[src/rtl/mult_div.sv]
// Signed 32x32 multiply (radix-2 Booth) and divide (restoring), one iteration per cycle.
// Latency 33 cycles start-to-RDY; no backpressure, a new start aborts the running op.
module mult_div (
  input  logic        clock,
  input  logic        reset,
  input  logic [31:0] data_operandA,
  input  logic [31:0] data_operandB,
  input  logic        ctrl_MULT,
  input  logic        ctrl_DIV,
  output logic [31:0] data_result,
  output logic        data_exception,
  output logic        data_resultRDY
);

  typedef enum logic [1:0] {IDLE, MUL, DIV, DONE} state_t;

  state_t      state;
  logic [5:0]  count;
  logic [64:0] prod;
  logic [31:0] a_reg;
  logic [31:0] b_reg;
  logic        op_div;

  logic        start;
  logic [31:0] a_mag_in;
  logic [31:0] b_mag;
  logic [32:0] booth_sum;
  logic [32:0] div_shift;
  logic [32:0] div_diff;
  logic        div_ge;
  logic [31:0] quot_signed;
  logic [31:0] fin_result;
  logic        fin_exc;

  assign start = ctrl_MULT ^ ctrl_DIV;

  always_comb begin
    a_mag_in = data_operandA[31] ? (~data_operandA + 32'd1) : data_operandA;
    b_mag    = b_reg[31] ? (~b_reg + 32'd1) : b_reg;

    // 33-bit accumulate so the most negative multiplicand cannot overflow the partial sum
    case (prod[1:0])
      2'b01:   booth_sum = {prod[64], prod[64:33]} + {a_reg[31], a_reg};
      2'b10:   booth_sum = {prod[64], prod[64:33]} - {a_reg[31], a_reg};
      default: booth_sum = {prod[64], prod[64:33]};
    endcase

    // Divide layout: remainder in prod[64:32], dividend/quotient bits in prod[31:0]
    div_shift = {prod[63:32], prod[31]};
    div_ge    = div_shift >= {1'b0, b_mag};
    div_diff  = div_shift - {1'b0, b_mag};

    quot_signed = (a_reg[31] ^ b_reg[31]) ? (~prod[31:0] + 32'd1) : prod[31:0];

    fin_result = 32'd0;
    fin_exc    = 1'b0;
    if (!op_div) begin
      fin_result = prod[32:1];
      fin_exc    = !((&prod[64:32]) || !(|prod[64:32]));
    end else if (b_reg == 32'd0) begin
      fin_result = 32'd0;
      fin_exc    = 1'b1;
    end else if (a_reg == 32'h8000_0000 && b_reg == 32'hFFFF_FFFF) begin
      fin_result = 32'h8000_0000;
      fin_exc    = 1'b1;
    end else begin
      fin_result = quot_signed;
      fin_exc    = 1'b0;
    end
  end

  always_ff @(posedge clock or posedge reset) begin
    if (reset) begin
      state          <= IDLE;
      count          <= 6'd0;
      prod           <= 65'd0;
      a_reg          <= 32'd0;
      b_reg          <= 32'd0;
      op_div         <= 1'b0;
      data_result    <= 32'd0;
      data_exception <= 1'b0;
      data_resultRDY <= 1'b0;
    end else begin
      data_resultRDY <= 1'b0;
      if (state == DONE) begin
        data_result    <= fin_result;
        data_exception <= fin_exc;
        data_resultRDY <= 1'b1;
      end

      if (start) begin
        a_reg  <= data_operandA;
        b_reg  <= data_operandB;
        op_div <= ctrl_DIV;
        count  <= 6'd0;
        state  <= ctrl_DIV ? DIV : MUL;
        prod   <= ctrl_DIV ? {33'd0, a_mag_in} : {32'd0, data_operandB, 1'b0};
      end else begin
        case (state)
          MUL: begin
            prod  <= {booth_sum, prod[32:1]};
            count <= count + 6'd1;
            if (count == 6'd31) state <= DONE;
          end
          DIV: begin
            prod  <= {(div_ge ? div_diff : div_shift), prod[30:0], div_ge};
            count <= count + 6'd1;
            if (count == 6'd31) state <= DONE;
          end
          DONE:    state <= IDLE;
          default: state <= IDLE;
        endcase
      end
    end
  end

endmodule

[config.mk]
export PLATFORM = sky130hd
export DESIGN_NAME = mult_div
export DESIGN_NICKNAME = d
export VERILOG_FILES = /design/src/rtl/mult_div.sv
export SDC_FILE = /design/constraint.sdc
export NUM_CORES = 1
export LEC_CHECK = 0
export BUFFER_PORTS_ARGS = -buffer_cell sky130_fd_sc_hd__buf_2
export CORE_MARGIN = 5
export CORE_UTILIZATION = 57
export CTS_BUF_LIST = sky130_fd_sc_hd__clkbuf_4 sky130_fd_sc_hd__clkbuf_8 sky130_fd_sc_hd__clkbuf_16
export CTS_CLUSTER_DIAMETER = 30
export CTS_CLUSTER_SIZE = 30
export DETAILED_ROUTE_END_ITERATION = 8
export PLACE_DENSITY = 0.87
export SETUP_SLACK_MARGIN = 0.2
export SYNTH_ARGS = -nofsm -noshare
export SYNTH_HDL_FRONTEND = slang
export SYNTH_SLANG_ARGS = --single-unit
[constraint.sdc]
create_clock -name clock -period 7.4 [get_ports clock]
set_input_delay 1.11 -clock clock [delete_from_list [all_inputs] [get_ports clock]]
set_output_delay 1.11 -clock clock [all_outputs]
set_load 0.02 [all_outputs]
# After elaboration in Yosys (flattened, before gate mapping)
# Cells that the tools add are included.
dict set report word_totals {
  register_bits 172
  inputBits 68
  elab_cells 65
  out_inout_bits 34
}
dict set report classes {
  n_reduce_logical 11
  n_addsub 7
  n_lt_le_gt_ge 1
  bitwise 5
  muxes 21
  n_eq_ne 10
}
# op n
set op_table {}
lappend op_table {{32-bit two-way mux} 6}
lappend op_table {{65-bit one-hot mux with 2 select lines} 1}
lappend op_table {{32-bit by 1-bit adder with 32-bit output (second input constant)} 3}
lappend op_table {{32-bit NOT} 3}
lappend op_table {{33-bit two-way mux} 2}
lappend op_table {{33-bit one-hot mux with 2 select lines} 1}
lappend op_table {{65-bit two-way mux} 1}
lappend op_table {{32-bit equality test (second input constant)} 2}
lappend op_table {{32-bit by 32-bit adder with 33-bit output} 1}
lappend op_table {{33-bit by 32-bit >= comparator with 1-bit output} 1}
lappend op_table {{33-bit AND reduction} 1}
lappend op_table {{33-bit OR reduction} 1}
lappend op_table {{32-bit by 32-bit subtractor with 33-bit output} 1}
lappend op_table {{33-bit by 32-bit subtractor with 33-bit output} 1}
lappend op_table {{32-bit zero test} 1}
lappend op_table {{6-bit two-way mux} 2}
lappend op_table {{2-bit two-way mux} 4}
lappend op_table {{6-bit by 1-bit adder with 6-bit output (second input constant)} 1}
lappend op_table {{2-bit equality test (second input constant)} 3}
lappend op_table {{6-bit by 5-bit equality test with 1-bit output (second input constant)} 1}
lappend op_table {{2-bit by 1-bit equality test with 1-bit output (second input constant)} 2}
lappend op_table {{1-bit two-way mux} 4}
lappend op_table {{4-bit by 2-bit != test with 1-bit output (second input constant)} 1}
lappend op_table {{3-bit by 1-bit != test with 1-bit output (second input constant)} 1}
lappend op_table {{other kinds (8)} 10}

# Depth between registers and ports, before layout
dict set report depth {
  depth_word 7
  ltp_mapped 22
  depth_no_buf 18
}

# Least setup slack after synthesis
# OpenSTA, ideal clock, no wires.
dict set report synth_path {
  kind {register to register}
  startpoint {register b_reg[1]}
  endpoint {register prod[47]}
  period_less_slack_ps 4997
  path_stages_with_launch 22
  path_slack_ps 2403
  arrival_time_ps 4919
  setup_ps 78
  n_path_buf 4
  t_required_ps 7322
  cell_sequence {dfrtp_1 inv_1 ha_1 nand2_1 or3_1 or4_1 clkbuf_1 or3_1 o21ai_0 xor2_1 ha_1 clkbuf_1 a21o_1 a21o_1 a21oi_1 a21oi_1 a2111o_1 or3_1 clkbuf_1 clkbuf_1 a211o_1 a21oi_1}
}
dict set report synth_via {
  elab_chain_len 7
  elab_cells_between_ends 8
  classes_between {add/sub: 2; order compare: 1; mux: 4; bitwise: 1}
}
# item line
set synth_lines {}
lappend synth_lines {{start, declared} 21} ;# logic [31:0] b_reg;
lappend synth_lines {{start signal, assigned} 93} ;# b_reg <= data_operandB;
lappend synth_lines {{32-bit NOT} 39} ;# b_mag = b_reg[31] ? (~b_reg + 32'd1) : b_reg;
lappend synth_lines {{32-bit by 1-bit adder with 32-bit output} 39}
lappend synth_lines {{32-bit two-way mux (*)} 39}
lappend synth_lines {{33-bit by 32-bit subtractor with 33-bit output or 33-bit by 32-bit >= comparator with 1-bit output (tied branches)} {51, 50}}
lappend synth_lines {{33-bit two-way mux (*)} 106} ;# prod <= {(div_ge ? div_diff : div_shift), prod[30:0], div_ge};
lappend synth_lines {{65-bit one-hot mux with 2 select lines (*)} 99} ;# case (state)
lappend synth_lines {{65-bit two-way mux (*)} 91} ;# if (start) begin
lappend synth_lines {{end signal, assigned} 97} ;# prod <= ctrl_DIV ? {33'd0, a_mag_in} : {32'd0, data_operandB, 1'b0};
lappend synth_lines {{end signal, assigned} 101} ;# prod <= {booth_sum, prod[32:1]};
lappend synth_lines {{end signal, assigned} 106}
lappend synth_lines {{end, declared} 19} ;# logic [64:0] prod;
# Mark *: on every way between the ends. The rest lies on a longest branch, timed or not.
# A chain may end at the register's enable or synchronous reset.

# Final worst setup path
dict set report layout_path {
  startpoint {register b_reg[1]}
  endpoint {register prod[39]}
}
# Same word-level chain as after synthesis.

==> results.md <==
- Setup violations, final: 0
- Crit Path Max Fanout: 27
- Setup Skew: 0.0179 ns
- Stages on worst setup path: 18
- Root Driver: clkbuf_16
- WL met2: 21,700 um
- Status: finished, final reports clean
- Delay-heaviest family, CP: simple AND/OR/NAND/NOR gates
- Die Ht: 172 um
- DR DRC count: 0
- Share of cells above drive strength 1: 9.72%
- Synthesized instance count: 1,935
- Cell Area, Synth: 0.0150 mm2
- Fill count: 2,249
- Hold Crit Class: flip-flop to flip-flop
- Startpoint types: flip-flop
- Final Cycle Share: 78.8%
- WL final: 49,800 um
- Row Count: 59
- CP bufs+invs: 2
- Hold buffers post-CTS: 0
- Critical Path RT: approximately 7.7 ns
- Total of max-cap violations: 0
- Main flop type after synthesis: dfrtp_1
- Int Pwr: around 3 mW
- Port buffer count: 101
- Yosys Warn Count: 0
- Clk slew on worst S/H paths: approximately 0.080 ns
- Met3 wire len: approximately 6100 um
- Crit. End Element: flip-flop
- PD cells: 381 mW/mm2
- Hold slack final: 0.478 ns
- Max FFs per register: 65
- Die width: roughly 170 um
- Clk_lat worst skew: 0.44 ns
- Initial Util: 57.8%
- Sequential power share: between 20% and 30%
- Largest net degree at the start of global routing: 93
- Mean Syn Cell Area: approximately 7.8 um2
- Worst-Margin Slew: 1.11 ns
- Vias in the first global route: 14,000
- Met1 Wirelength: around 20,000 um
- Post-synth EDFFs: 0
- CTS resizes: 0
- Core area: 0.0260 mm2
- Sequential area share after synthesis: 28.6%
- FF-to-FF path depth: 18
- Top sig layer: met5
- P_leak: 7.20 nW
- DR WL/cell: about 22 um
- Htree depth: 4
- Crit-path cells: inv_1, ha_1, nand2_1, or3_1, or4_1, or3_1, o21ai_0, xor2_1, ha_1, a21o_1, a21o_1, a21oi_1, a21oi_1, a2111o_1, nor3_2, buf_4, a21oi_1, a2111oi_0
- Post-synth ARST share: 100%
- Placed insts: approximately 2,300
- Final ANT Viol Nets: 0
- Critical path data arrival time: a little over 6 ns
- # IOs: 102
- Hold Vio Cnt, Final: 0
- HPWL after detailed placement: 36,900 um
- Switching power total: 3.09 mW
- Post-layout net count: 2,088
- Tmin final: approximately 5.8 ns
- Fin. max-slew vios: 0
- Overflow after GRT: 0
- Vias post-DR: 15,200
- CTS tree: yes
- Min-Delay Path Depth: 1
- Clock power share: 14.5%
- Post-CTS Setup Bufs: 0
- Die ar.: 0.0297 mm2
- Critical path type: flip-flop to flip-flop
- Synth unique cells: 66
- Slowest cell on crit path: nor3_2
- Via density: between 6 and 7
- First-pass GRT wire length: 77,300 um
- Peak Freq: 0.171 GHz
- Area grow syn2layout: 7.92%
- TritonRoute pass-1 iters: 7
- RSZ-0062 raised after global routing: no
- Initial antenna violation count: 3
- Clock Sinks: 172
- Maximum VDD drop: 0.000209 V
- Cts bufs inserted: 17
- Tot GR Track Use: 32.9%
- Sum of negative setup slack: 0 ns
- Most flop-heavy register: prod
- GPL Wtd Cong: 0.968
- Switching Share: between 50% and 60%
- Final Non-Filler Cells: 2,291
- Syn Nets: 2,080
- Most frequent CP cell: a21oi_1
- FF+latch count, synth: between 150 and 200
- Max transition margin: 25.7%
- Gate power share: between 50% and 60%
- Clock Tree Buf Depth: 2
- CP peak stage delay: 0.68 ns
- Initial DRC Count: 2,672
## power groups by stage
stage	clock, mW	combinational, mW	sequential, mW
after floorplan	0	2.65	1.55
after global placement	0	3.46	1.60
after detailed placement	0	3.53	1.61
after CTS	0.894	3.56	1.60
after global routing	0.936	3.98	1.65
final	0.893	3.65	1.63
## per-stage QoR
| step | total power, mW | worst slack (ns) | area, um2 | utilization, % |
|---|---|---|---|---|
| 2_1_floorplan | 4.19 | 1.63 | 15000 | - |
| 3_3_place_gp | 5.06 | 1.95 | 15600 | 60.2 |
| 3_5_place_dp | 5.14 | 1.70 | 15600 | 60.2 |
| 4_1_cts | 6.06 | 1.67 | 16200 | 62.4 |
| 5_1_grt | 6.57 | 1.20 | 16200 | 62.4 |
| 6_report | 6.17 | 1.57 | 16200 | 62.4 |
## path summary, 6_finish.rpt
kind | startpoint | endpoint | slack (ns)
setup / recovery | b_reg[1] | prod[39] | 1.57
hold / removal | data_result[1] | data_result[1] | 0.48
setup reg to reg | b_reg[1] | prod[39] | 1.57
hold reg to reg | data_result[1] | data_result[1] | 0.48
max in group asynchronous | reset | prod[33] | 4.99
min in group asynchronous | reset | a_reg[10] | 0.81
## cell usage after synthesis (all sizes together) (10+ instances only)
cell / n / area (um2)
o211ai: 10 / 75.1
a221oi: 24 / 210
mux2i: 63 / 631
nor2: 212 / 796
nand2: 268 / 1010
nor4: 25 / 156
nand4: 31 / 194
a211oi: 47 / 358
xor2: 84 / 736
dfrtp: 172 / 4300
nor2b: 41 / 257
a21o: 37 / 278
or3: 24 / 156
ha: 75 / 938
nor3: 30 / 150
o21ai: 92 / 460
o41ai: 14 / 138
o21a: 13 / 97.6
clkbuf: 121 / 454
nand3: 22 / 110
xnor2: 96 / 841
a21oi: 187 / 936
a31oi: 24 / 150
o31ai: 28 / 210
nand2b: 14 / 87.6
or4: 13 / 109
inv: 42 / 158
## cell families (layout without fill, tap and decap cells)
| family | after synthesis | after routing | synth area share (%) |
|---|---|---|---|
| fa+ha+maj | 77 | 77 | 6.51 |
| compound gates | 544 | 544 | 23.3 |
| simple gates | 720 | 720 | 22.1 |
| buf+inv | 172 | 192 | 4.30 |
| mux | 70 | 70 | 4.72 |
| flops | 172 | 172 | 28.6 |
| xor+xnor | 180 | 180 | 10.5 |
| other cells | 0 | 1 | 0 |
## cells in the final DEF (no fill, tap or decap), drive strengths merged, types with 24 or more instances in the layout
| cell | n |
|---|---|
| a211oi | 47 |
| a21o | 37 |
| a21oi | 187 |
| a221oi | 24 |
| a31oi | 24 |
| buf | 118 |
| dfrtp | 172 |
| ha | 75 |
| inv | 49 |
| mux2i | 63 |
| nand2 | 268 |
| nand4 | 31 |
| nor2 | 212 |
| nor2b | 41 |
| nor3 | 30 |
| nor4 | 25 |
| o21ai | 92 |
| o31ai | 28 |
| or3 | 24 |
| xnor2 | 96 |
| xor2 | 84 |
## cell type report
type | instances | area, um2 | share of cell area (%)
Inverter | 43 | 166 | 1.03
Multi-Input combinational cell | 1591 | 10100 | 62.4
Antenna cell | 1 | 2.50 | 0.0154
Tap cell | 335 | 419 | 2.59
Clock buffer | 17 | 425 | 2.62
Clock inverter | 14 | 149 | 0.918
Sequential cell | 172 | 4300 | 26.5
Timing Repair Buffer | 118 | 633 | 3.90
## metal layers
metal | GRT usage, % | vias up
met4 | 12.2 | 4
met5 | 0 | -
met3 | 9.26 | 172
met1 | 45.3 | 7162
li1 | - | 6953
met2 | 49.6 | 905
No activity file was read; power rests on OpenSTA's default activity.
